## src/rtl/mips_mc_control.sv

```systemverilog
// mips_mc_control: multi-cycle sequencer around a combinational MIPS ALU.
// One instruction at a time is taken from fetch. Its operands are latched from
// the register file and presented to the ALU. The instruction then finishes
// with a data-memory access, a register writeback, a branch report or a trap.
//
// Handshakes:
//   instr_valid/instr_ready: a transfer happens on a rising edge where both are
//   high. instr_ready is high only in IDLE. Fetch must hold instr stable while
//   instr_valid is high and not yet accepted.
//   mem_req/mem_ack: mem_req rises when MEM is entered and stays high until the
//   edge on which mem_ack is sampled high. mem_addr, mem_wdata and mem_we stay
//   stable throughout. mem_ack is ignored outside MEM, and mem_rdata is taken
//   with mem_ack.
//
// Every status output is a register that is updated on the state transition.
// The pulses (wb_en, branch_taken, ovf_trap, illegal) are therefore exactly one
// cycle wide.
module mips_mc_control (
  input  logic        clk,
  input  logic        reset,
  input  logic        instr_valid,
  input  logic [31:0] instr,
  output logic        instr_ready,
  output logic [4:0]  rs_addr,
  output logic [4:0]  rt_addr,
  input  logic [31:0] rs_data,
  input  logic [31:0] rt_data,
  output logic [31:0] alu_instr,
  output logic [31:0] alu_a,
  output logic [31:0] alu_b,
  input  logic [31:0] alu_result,
  input  logic [2:0]  alu_flags,
  output logic        mem_req,
  output logic        mem_we,
  output logic [31:0] mem_addr,
  output logic [31:0] mem_wdata,
  input  logic        mem_ack,
  input  logic [31:0] mem_rdata,
  output logic        wb_en,
  output logic [4:0]  wb_addr,
  output logic [31:0] wb_data,
  output logic        branch_taken,
  output logic [31:0] branch_offset,
  output logic        ovf_trap,
  output logic        illegal,
  output logic        busy,
  output logic [31:0] retired
);

  typedef enum logic [2:0] {
    S_IDLE   = 3'd0,
    S_DECODE = 3'd1,
    S_EXEC   = 3'd2,
    S_MEM    = 3'd3,
    S_WB     = 3'd4
  } state_t;

  state_t      state;
  logic [31:0] ir;
  logic [31:0] a_q;
  logic [31:0] b_q;
  logic [31:0] alu_out;
  logic [31:0] mdr;

  // Instruction decode fields, all taken from the latched IR
  logic [5:0] op;
  logic [5:0] fn;
  logic       is_rtype;
  logic       rtype_ok;
  logic       is_imm_alu;
  logic       is_lw;
  logic       is_sw;
  logic       is_branch;
  logic       is_legal;
  logic       is_ovf_op;
  logic [4:0] dest;

  assign op       = ir[31:26];
  assign fn       = ir[5:0];
  assign is_rtype = (op == 6'b000000);
  assign is_lw    = (op == 6'b100011);
  assign is_sw    = (op == 6'b101011);
  assign is_branch = (op == 6'b000100) || (op == 6'b000101);
  // add, sub and addi are the only instructions that trap on overflow
  assign is_ovf_op = (is_rtype && ((fn == 6'b100000) || (fn == 6'b100010)))
                     || (op == 6'b001000);
  assign is_legal = (is_rtype && rtype_ok) || is_imm_alu || is_lw || is_sw || is_branch;
  assign dest     = is_rtype ? ir[15:11] : ir[20:16];

  // Classify the R-type function field and the ALU-immediate opcodes
  always_comb begin
    rtype_ok   = 1'b0;
    is_imm_alu = 1'b0;
    case (fn)
      6'b100000, 6'b100001, 6'b100010, 6'b100011,
      6'b100100, 6'b100101, 6'b100110, 6'b100111,
      6'b101010, 6'b101011,
      6'b000000, 6'b000010, 6'b000011,
      6'b000100, 6'b000110, 6'b000111: rtype_ok = 1'b1;
      default:                         rtype_ok = 1'b0;
    endcase
    case (op)
      6'b001000, 6'b001001, 6'b001010, 6'b001011,
      6'b001100, 6'b001101, 6'b001110: is_imm_alu = 1'b1;
      default:                         is_imm_alu = 1'b0;
    endcase
  end

  // Datapath views derived directly from the internal registers
  assign rs_addr   = ir[25:21];
  assign rt_addr   = ir[20:16];
  assign alu_instr = ir;
  assign alu_a     = a_q;
  assign alu_b     = b_q;
  assign mem_addr  = alu_out;
  assign mem_wdata = b_q;
  assign wb_addr   = dest;
  assign wb_data   = is_lw ? mdr : alu_out;

  // The less-than flag is consumed by the ALU's own slt result, not here
  logic unused_flags;
  assign unused_flags = alu_flags[1];

  // Sequencer: state, internal registers and all registered status outputs
  always_ff @(posedge clk) begin
    if (reset) begin
      state         <= S_IDLE;
      ir            <= 32'd0;
      a_q           <= 32'd0;
      b_q           <= 32'd0;
      alu_out       <= 32'd0;
      mdr           <= 32'd0;
      instr_ready   <= 1'b1;
      busy          <= 1'b0;
      mem_req       <= 1'b0;
      mem_we        <= 1'b0;
      wb_en         <= 1'b0;
      branch_taken  <= 1'b0;
      branch_offset <= 32'd0;
      ovf_trap      <= 1'b0;
      illegal       <= 1'b0;
      retired       <= 32'd0;
    end else begin
      // Pulses fall after one cycle unless re-asserted below
      wb_en        <= 1'b0;
      branch_taken <= 1'b0;
      ovf_trap     <= 1'b0;
      illegal      <= 1'b0;
      case (state)
        S_IDLE: begin
          if (instr_valid) begin
            ir          <= instr;
            state       <= S_DECODE;
            instr_ready <= 1'b0;
            busy        <= 1'b1;
          end
        end
        S_DECODE: begin
          a_q <= rs_data;
          b_q <= rt_data;
          if (is_legal) begin
            state <= S_EXEC;
          end else begin
            illegal     <= 1'b1;
            state       <= S_IDLE;
            instr_ready <= 1'b1;
            busy        <= 1'b0;
          end
        end
        S_EXEC: begin
          alu_out <= alu_result;
          if (is_lw || is_sw) begin
            state   <= S_MEM;
            mem_req <= 1'b1;
            mem_we  <= is_sw;
          end else if (is_branch) begin
            branch_taken  <= alu_flags[0];
            branch_offset <= alu_result;
            retired       <= retired + 32'd1;
            state         <= S_IDLE;
            instr_ready   <= 1'b1;
            busy          <= 1'b0;
          end else if (is_ovf_op && alu_flags[2]) begin
            ovf_trap    <= 1'b1;
            state       <= S_IDLE;
            instr_ready <= 1'b1;
            busy        <= 1'b0;
          end else begin
            wb_en <= (dest != 5'd0);
            state <= S_WB;
          end
        end
        S_MEM: begin
          if (mem_ack) begin
            mem_req <= 1'b0;
            mem_we  <= 1'b0;
            if (is_sw) begin
              retired     <= retired + 32'd1;
              state       <= S_IDLE;
              instr_ready <= 1'b1;
              busy        <= 1'b0;
            end else begin
              mdr   <= mem_rdata;
              wb_en <= (dest != 5'd0);
              state <= S_WB;
            end
          end
        end
        S_WB: begin
          retired     <= retired + 32'd1;
          state       <= S_IDLE;
          instr_ready <= 1'b1;
          busy        <= 1'b0;
        end
        default: begin
          state       <= S_IDLE;
          instr_ready <= 1'b1;
          busy        <= 1'b0;
          mem_req     <= 1'b0;
          mem_we      <= 1'b0;
        end
      endcase
    end
  end

endmodule
```

## config.mk

```make
export PLATFORM = sky130hd
export DESIGN_NAME = mips_mc_control
export DESIGN_NICKNAME = d
export VERILOG_FILES = /design/src/rtl/mips_mc_control.sv
export SDC_FILE = /design/constraint.sdc
export NUM_CORES = 1
export LEC_CHECK = 0
export CORE_AREA = 2 2 173 175
export DETAILED_ROUTE_END_ITERATION = 10
export DIE_AREA = 0 0 175 177
export GPL_TIMING_DRIVEN = 0
export HOLD_SLACK_MARGIN = 0.05
export PLACE_DENSITY = 0.65
export SLEW_MARGIN = 20
export SYNTH_ARGS = -nofsm -noshare
export SYNTH_HDL_FRONTEND = slang
export SYNTH_SLANG_ARGS = --single-unit
```

## constraint.sdc

```tcl
create_clock -name clk -period 2.4 [get_ports clk]
set_input_delay 0.36 -clock clk [delete_from_list [all_inputs] [get_ports clk]]
set_output_delay 0.36 -clock clk [all_outputs]
set_load 0.05 [all_outputs]
```

* Word level (Yosys, flattened, before mapping)
Memories as Yosys holds them, arrays and structs flattened. A register that Yosys moved wholly into a read port is not among the register bits. Index checks and enable logic that the tools add are counted.
Word-level totals: logic and storage cells 123, memories kept 1, bits of input ports 167, bits in read-only memories 64, bits in registers 235, output and inout port bits 279
Operators by class: muxes and demuxes 47, $add $sub $neg 1, equal/unequal tests 25, bitwise gates (word level) 6, reductions and logical operators 27
Memory list:
- (name not given) | depth 64, width 1, read ports 1, clocked after memory_dff 1, write ports 0, RTL line 94 | case (fn)
Operator list (count):
- $mux W32 | 5
- $pmux W32 S3 | 1
- $eq A6 B4 Y1 const B | 7
- $add A32 B1 Y32 const B | 1
- $mux W1 | 25
- $eq A6 B6 Y1 const B | 4
- $mux W3 | 6
- $ne A2 B2 Y1 const B | 7
- $eq A6 B3 Y1 const B | 2
- $mux W6 | 2
- $pmux W3 S4 | 1
- $reduce_and A3 Y1 | 3
- $logic_or A1 B1 Y1 | 8
- $pmux W1 S4 | 2
- $reduce_or A4 Y1 | 2
- $reduce_or A7 Y1 | 1
- $eq A3 B2 Y1 const B | 2
- $logic_not A6 Y1 | 1
- $not A1 Y1 | 6
- $pmux W1 S3 | 2
- $reduce_and A6 Y1 | 1
- $mux W5 | 1
- $reduce_and A5 Y1 | 1
- $reduce_bool A5 Y1 | 1
- 11 further kinds | 14

* Depth between registers and ports, before layout
Gate-level depths: netlist of run 1.
depth in word-level cells 9, mapped depth 8, depth with buffers taken out 6

* Worst setup path after synthesis of run 1
No wires, ideal clock.
path kind reg-to-output, start reg ir[26] (netlist: alu_instr[26]), end out wb_data[4], stages on the path, launching flop included 7, path slack -0.407 ns, data required time 2.040 ns, buffers on the path 2, arrival time 2.447 ns, cells stage by stage dfxtp_1 > inv_1 > nor4_1 > nand2b_1 > clkbuf_1 > buf_1 > mux2_1
Between the ends: cells in the longest elaborated chain, start to end 2
RTL lines:
- start, declared | RTL line 59 | logic [31:0] ir;
- start signal, assigned | RTL line 152 | ir <= instr;
- $eq A6 B6 Y1 | RTL line 81 | assign is_lw = (op == 6'b100011);
- $mux W32 | RTL line 118 | assign wb_data = is_lw ? mdr : alu_out;
- end, declared | RTL line 41 | output logic [31:0] wb_data,
Every way passes these cells.

* Worst setup path after layout of run 1
start reg ir[31] (netlist: alu_instr[31]), end out wb_data[14]
The elaborated chain is that of the path after synthesis.

==> flow_results.org, run 1 <==
** Outcome
- Status :: complete, but fails checks
- The checks that failed: setup timing.

** Setup path
- Worst setup path endpoint :: wb_data[14]
- Critical register-to-register path endpoint :: retired[31]
- For the worst setup path, the data required time is 2.04 ns.
- Data on the critical path arrives at its endpoint at 2.10 ns.
- Among the stages of the critical path, the cell type that occurs most often is buf_12.
- STA classifies the critical path startpoint as a flop.
- Grouping stages by cell kind, the critical path spends the most delay in buffers and inverters.
- Of all nets on the critical path, the largest fanout is 7.
- Traced cell by cell, the critical path runs through nand2_4, nor4_4, nand2b_4, buf_12, buf_12, mux2_4, buf_8.
- Kind of critical path :: reg -> out
- Crit path launch :: alu_instr[31]
- Kind of end point of the critical path :: primary output
- Worst path depth :: 7
- Together, buffers and inverters on the worst path number 3.
- In this design, the stage delay of the slowest critical-path cell is 0.37 ns.
- The setup check on the worst reg-to-reg path leaves a slack of 0.02 ns.
- The slowest stage of the critical path belongs to the cell dfxtp_4.
- The number of cells on the worst reg-to-reg path is 7.
- Reg2Reg Launch Point :: alu_instr[31]

** Global routing
- Global routing finished with a remaining overflow of 0.
- In the global route stage, overall resource usage came out at 0.221.
- The number of antenna violations at the first check in global routing came to 3.
- First-pass GRT wire length :: 54400 um
- Largest net degree at the start of global routing :: 13
- The number of global-route vias before repair is 9653.

** Place
- After detailed placement, the design holds a cell count of 2024.
- Half-perimeter wire length of the detailed placement result :: 27700 um
- The congestion estimate from routability-driven global placement came to 0.833.
- Number of buffers inserted by port buffering :: 443

** STA
- Ratio of final minimum period to clock period :: 1.02
- Final setup viols :: 31
- For the pin with the worst max-slew slack, the measured transition is 0.935 ns.
- The final-report hold violation count was 0.
- Across all setup checks in the final design, the least slack found is -0.0575 ns.
- Subtracting the final worst setup slack from the clock period gives 2.46 ns.
- The worst pin sits at a relative slew slack of 0.377.
- Setup repair after global routing could not meet its margin everywhere.
- For this run, the top clock speed supported by timing is 0.407 GHz.
- The final count of pins violating max slew came to 0.
- Setup Skew :: 0.00766 ns
- The tightest hold path in the finished design has a slack of 0.374 ns.

** Logic synthesis
- The synthesized design contains 0 enable-type register cells.
- For this run, the register share of the synthesized area comes to 0.494.
- Syn Std Cell Area :: 9570 um2
- Top cell type by total area after synthesis :: dfxtp_1
- After synthesis, the cell types taking the most area are dfxtp_1 49%, nand2_1 16%, a21oi_1 11%.
- Synth Flop Type :: dfxtp_1
- Post-synthesis average cell area :: 8.04 um2
- Synthesis instantiated 53 different standard cells from the library.
- The share of synthesized area in the top cell type comes to 0.494.
- Register bit count reported by yosys :: 236
- Warnings, synthesis :: 0
- Async set or reset register ratio after synthesis :: 0
- Synthesized instance count :: 1191
- Counting every net in the synthesized netlist gives 1359.

** Cells and area
- Nets@finish :: 1857
- The top cell types in the final layout, fill and taps aside, are 406 x clkdlybuf4s50_1, 400 x nand2_1, 227 x dfxtp_1, 206 x a21oi_1, 67 x buf_4.
- Summing all multi-input logic gate instances after layout gives 4360 um2.
- Final instance count without filler cells :: 2098
- Compared with the post-synthesis result, the final layout area differs by 67.1%.
- Leaving out fill and tap cells, the most frequent cell in the layout is clkdlybuf4s50_1.
- The layout has 2720 filler cells.
- Register area :: 4750 um2
- In the final layout, the share of cells above drive strength 1 is 0.144.

** CTS
- TritonCTS created 26 clock buffers.
- Root Buffer Master :: clkbuf_16
- TritonCTS built the clock tree.
- After clock tree synthesis, the clock-pin slew on the worst setup and hold paths is 0.06 ns.
- Counting every sink on the clock net gives 236.
- H-tree Lvls :: 1
- The longest clock path from root to sink contains 3 buffers.
- # hold bufs at CTS :: 0
- Worst-Skew Late Latency :: 0.52 ns

** Min path
- Worst hold path cell count :: 3
- Min-Delay Path Class :: in -> reg

** Drt
- For this block, the via count after detailed routing is 9991.
- The detail route stage leaves a number of antenna-violating nets equal to 0.
- Dividing the detail-routed via count by the number of cells gives 4.76.
- Drt initial violations :: 493
- The final layout contains routed wiring with a total length of 36200 um.
- Final routed DRC violation total :: 0
- After detailed routing, the average wire length per cell comes to 17.3 um.
- The first detailed-routing pass ran for 7 iterations.

** Power
- In this run the power density over the cells is 631 nW/um2.
- The analysis attributes to cell leakage a power of 5.80 nW.
- Maximum vdd drop :: 0.416 mV

** Die
- The floorplan step set the die height to 177 um.
- Core area :: 29200 um2
- After floorplanning, the core was divided into 63 placement rows.
- Count of boundary I/O pins :: 446
- Measured along the x axis, the die boundary spans 175 um.
- Die area :: 31000 um2
- Effective utilization at floorplan :: 0.327

** Job
- Max-capacitance violation count :: 0
-- cell usage after synthesis (all sizes together), types with 2 or more instances --
master,number
nand2,403
dfxtp,236
a21oi,207
clkbuf,68
buf,56
mux2,43
nor2,40
xnor2,19
a211oi,10
nand3,10
nand4,10
nand2b,8
nor2b,8
nor3,6
and2,5
a31o,4
and3,4
inv,4
nor3b,4
a2111oi,3
mux2i,3
nand3b,3
nor4,3
o21ai,3
or3,3
a21boi,2
and4,2
nor4b,2
o22ai,2
o2bb2ai,2
or2,2
or4b,2
xor2,2
-- how the worst min path moves through the flow --
stage / startpoint / end
finish: instr[26] / alu_instr[26]
global route: instr[10] / alu_instr[10]
CTS: instr[27] / alu_instr[27]
detailed placement: alu_a[22] / alu_a[22]
global placement: mdr[30] / mdr[30]
floorplan: mdr[4] / mdr[4]
-- metrics by stage --
step	utilization	setup TNS [ns]	cell area (um2)	power (mW)	setup WS (ns)
floorplan	-	0	9590	5.21	0.00359
global placement	0.496	-69.07	14500	5.99	-0.989
detailed placement	0.496	-65.11	14500	6.00	-1.01
CTS	0.536	-3.63	15700	10.2	-0.151
global route	0.547	-4.94	16000	10.5	-0.151
finish	0.547	-1.01	16000	10.1	-0.0575
-- what timing repair did --
action                                  CTS  global route
setup buffers                            13            14
gates cloned                              2             1
resized for setup                       282            57
endpoints found under the setup margin   50           195
pin swaps                                 6             6
-- layout make-up --
class / instances / area share
diodes: 3 / 0.000469
plain buffers: 121 / 0.0428
clock buffers: 38 / 0.0486
clock inverters: 6 / 0.00673
inverters: 4 / 0.000939
multi-input cells: 827 / 0.273
flip-flops and latches: 236 / 0.297
well taps: 390 / 0.0305
repair buffers: 473 / 0.300
-- routing by layer --
layer,GRT usage,vias up,part of all wire
met4,0.0760,0,0.027
met1,0.255,4646,0.39
met3,0.0599,57,0.078
met5,0,-,0
met2,0.396,386,0.50
li1,-,4902,-
-- sequential cells by signal, indices dropped and copies added, names as in the netlist --
signal,count
alu_a,32
mdr,32
illegal,1
retired,32
mem_we,1
instr_ready,1
alu_instr,32
rtype_ok,1
branch_taken,1
wb_en,1
mem_addr,32
state,3
alu_b,32
branch_offset,32
ovf_trap,1
busy,1
mem_req,1
-- worst register-to-register path, stage by stage (launching register included) --
cell and delay, ns:
dfxtp_4 0.37, buf_4 0.14, buf_4 0.12, nand4_1 0.12
or4b_4 0.56, a2111o_1 0.50, nor3_2 0.13, mux2_2 0.34
-- logic make-up after synthesis --
group,after synthesis,synth area share
AND/OR/NAND/NOR,517,0.225
multiplexers,46,0.0537
buffers and inverters,128,0.0681
AO/OA/AOI/OAI,242,0.139
adder cells (fa/ha/maj),1,0.00131
flip-flops,236,0.494
XOR/XNOR,21,0.0192
-- power breakdown --
group          switching (mW)  internal, mW  leakage [nW]
Combinational            1.10         0.747          3.45
Sequential             0.0999          4.04          1.92
Clock                    1.57          2.54         0.432
Note: power is estimated with default switching activity, not from simulation.
==> inputs of run 2 (changes only) <==
CTS_BUF_LIST = sky130_fd_sc_hd__clkbuf_4 sky130_fd_sc_hd__clkbuf_8 sky130_fd_sc_hd__clkbuf_16   (was not set)
==> run 2 against run 1 <==
Effect of this change:
- the run still ends with setup timing left
- critical path depth decreased by 1
- first-iteration DRC count increased by 3.2%
- final cell count unchanged
- via count decreased by 0.16%
- clock skew increased by 0.00074 ns
- routed wire length decreased by 0.31%
- core utilization increased by 0.064 points
- hold slack about the same
- die area unchanged
==> flow_results.org, run 2 (synthesized netlist as in run 1, its figures left out) <==
** Outcome
- Status: complete, but fails checks (unchanged).
- Violated checks :: setup timing (unchanged)

** Global routing
- Total routing resource utilization after global routing :: 0.221 (about the same)
- Number of antenna violations at the first check in global routing :: 3 (unchanged)
- The first-pass GRT wire length is 54400 um (about the same).
- The total congestion overflow was 0 (unchanged).
- Number of global-route vias before repair :: 9654 (was 9653)
- The largest net degree at the start of global routing came to 13 (unchanged).

** Power
- The power per unit of standard cell area is 634 nW/um2 (was 631 nW/um2).
- The share of total power in sequential cells is 0.408 (was 0.410).
- The combinational cell fraction of total power is 0.181 (was 0.183).
- The fraction of power spent switching nets was 0.272 (was 0.274).
- The worst IR drop on VDD was 0.461 mV (was 0.416 mV).
- Leakage :: 5.82 nW (was 5.80 nW)
- The total power draw is 10.1 mW (about the same).
- The internal portion of total power came to 7.38 mW (was 7.33 mW).
- The clock network fraction of design power was 0.411 (was 0.407).
- The net switching power of the design came to 2.76 mW (about the same).

** Cells and area
- The number of nets in the finished design is 1857 (unchanged).
- The final instance area was 16000 um2 (about the same).
- Final instance count without filler cells :: 2098 (unchanged)
- The share of cells above drive strength 1 came to 0.147 (was 0.144).
- The share of the core filled with cells in the final layout came to 0.548 (was 0.547).
- P&R area growth vs syn :: 67.3% (was 67.1%)
- Most frequent cells in the layout: 406 x clkdlybuf4s50_1, 400 x nand2_1, 227 x dfxtp_1, 206 x a21oi_1, 67 x buf_4 (unchanged).
- The filler cell count in the final layout came to 2716 (was 2720).
- The most common cell after layout, fill and taps aside is clkdlybuf4s50_1 (unchanged).

** CTS
- The hold buffer count at CTS came to 0 (unchanged).
- Clock buffers created by TritonCTS :: 26 (unchanged)
- CTS clock-pin slew for the worst setup and hold paths :: 0.06 ns (about the same)
- Worst-Skew Late Latency :: 0.52 ns (about the same)
- Root Buffer Master :: clkbuf_16 (unchanged)
- The TritonCTS clock tree was done (unchanged).
- Maximum number of buffers from clock root to sink :: 3 (unchanged)
- The count of H-tree levels built during CTS is 1 (unchanged).
- Count of clock tree sinks :: 236 (unchanged)

** Place
- The post-placement cell area is 14500 um2 (unchanged).
- Half-perimeter wire length of the detailed placement result :: 27700 um (unchanged)
- Post-placement worst setup slack :: -1.01 ns (unchanged)
- Number of buffers inserted by port buffering :: 443 (unchanged)
- Gp weighted congestion :: 0.833 (unchanged)
- Post-placement cell count :: 2024 (unchanged)

** Die
- Width of the chip :: 175 um (unchanged)
- The standard cell core area came to 29200 um2 (unchanged).
- The I/O pin count came to 446 (unchanged).
- The number of rows in the core area came to 63 (unchanged).
- Effective utilization at floorplan :: 0.327 (unchanged)
- The die area came to 31000 um2 (unchanged).
- Overall die height :: 177 um (unchanged)

** STA
- Final number of max-transition violations :: 0 (unchanged)
- Ratio of final minimum period to clock period :: 1.02 (about the same)
- Number of hold violations in the final report :: 0 (unchanged)
- The worst slew margin relative to its limit was 0.371 (was 0.377).
- Final setup viols :: 31 (unchanged)
- Transition time of the tightest slew-check pin :: 0.944 ns (was 0.935 ns)
- Unrepaired setup endpoints after global routing :: yes (unchanged)
- Crit path setup slack, layout :: -0.0588 ns (was -0.0575 ns)
- The minimum clock period was 2.46 ns (about the same).
- Highest clock rate :: 0.407 GHz (about the same)
- The worst clock skew was 0.00840 ns (was 0.00766 ns).

** Drt
- The initial detailed-routing violation count is 509 (was 493).
- The number of vias in the routed layout came to 9975 (was 9991).
- The number of detailed-route iterations in the first pass is 7 (unchanged).
- The wire length reported by the detailed router was 36100 um (was 36200 um).
- Final routed DRC violation total :: 0 (unchanged)
- Via density :: 4.75 (was 4.76)
- Drt wl/cell :: 17.2 um (was 17.3 um)
- DRT antenna net count :: 0 (unchanged)

** Setup path
- Arrival @ worst endpoint :: 2.10 ns (about the same)
- CP Launch Type :: flop (unchanged)
- The endpoint kind of the worst setup timing path is a primary output (unchanged).
- The maximum fanout along the worst path came to 7 (unchanged).
- The setup slack of the most critical reg-to-reg path was 0.02 ns (about the same).
- Required @ worst endpoint :: 2.04 ns (about the same)
- Kind of critical path :: reg -> out (unchanged)

** Min path
- The worst min-delay path category is in -> reg (unchanged).

** Job
- Max-capacitance violation count :: 0 (unchanged)
-- run 2: cell types whose count changed in the layout (fill, tap and decap cells not counted) --
| cell | change |
|---|---|
| clkbuf_4 | +5 |
| clkbuf_1 | -5 |
-- run 2: power by group through the flow --
| stage | clock network, mW | logic, mW | registers, mW |
|---|---|---|---|
| 2_1_floorplan | 0 | 0.627 | 4.58 |
| 3_3_place_gp | 0 | 1.77 | 4.22 |
| 3_5_place_dp | 0 | 1.77 | 4.23 |
| 4_1_cts | 4.28 | 1.80 | 4.14 |
| 5_1_grt | 4.46 | 1.94 | 4.15 |
| 6_report | 4.17 | 1.84 | 4.14 |
-- run 2: worst paths after layout --
path	start	cells after the start	end
max	alu_instr[30]	6	wb_data[14]
min	instr[26]	3	alu_instr[26]
max reg2reg	alu_instr[31]	7	retired[31]
min reg2reg	alu_a[27]	2	alu_a[27]
-- run 2: routing by layer --
| metal | track usage | vias up | share of wire |
|---|---|---|---|
| li1 | - | 4900 | - |
| met1 | 0.255 | 4648 | 0.39 |
| met2 | 0.396 | 372 | 0.50 |
| met3 | 0.0599 | 55 | 0.076 |
| met4 | 0.0760 | 0 | 0.026 |
| met5 | 0 | - | 0 |
-- run 2: worst max-delay path, cell delays in order, from the launching register on --
cell      delay, ns
dfxtp_4        0.36
nor4_4         0.34
nand2b_4       0.11
buf_12         0.16
buf_12         0.13
mux2_4         0.31
buf_8          0.15
-- run 2: what timing repair did --
item | CTS | global route
setup endpoints to repair | 50 | 195
gates cloned | 2 | 1
gates resized for setup | 282 | 57
buffers inserted | 13 | 14
endpoints found under the hold margin | 0 | 0
pin swaps | 6 | 6
-- run 2: layout make-up --
type                            count  area [um2]  share of cell area
Tap cell                          390         488              0.0305
Inverter                            4        15.0            0.000938
Antenna cell                        3        7.51            0.000469
Clock buffer                       38         796              0.0497
Sequential cell                   236        4750               0.297
Timing Repair Buffer              473        4800               0.300
Clock inverter                      6         108             0.00672
Buffer                            121         684              0.0427
Multi-Input combinational cell    827        4360               0.272
-- run 2: stage by stage --
stage / hold WS [ns] / TNS (ns)
floorplan: 0.432 / 0
global placement: 0.440 / -69.07
detailed placement: 0.446 / -65.11
CTS: 0.348 / -3.63
global route: 0.359 / -4.92
finish: 0.375 / -1.05
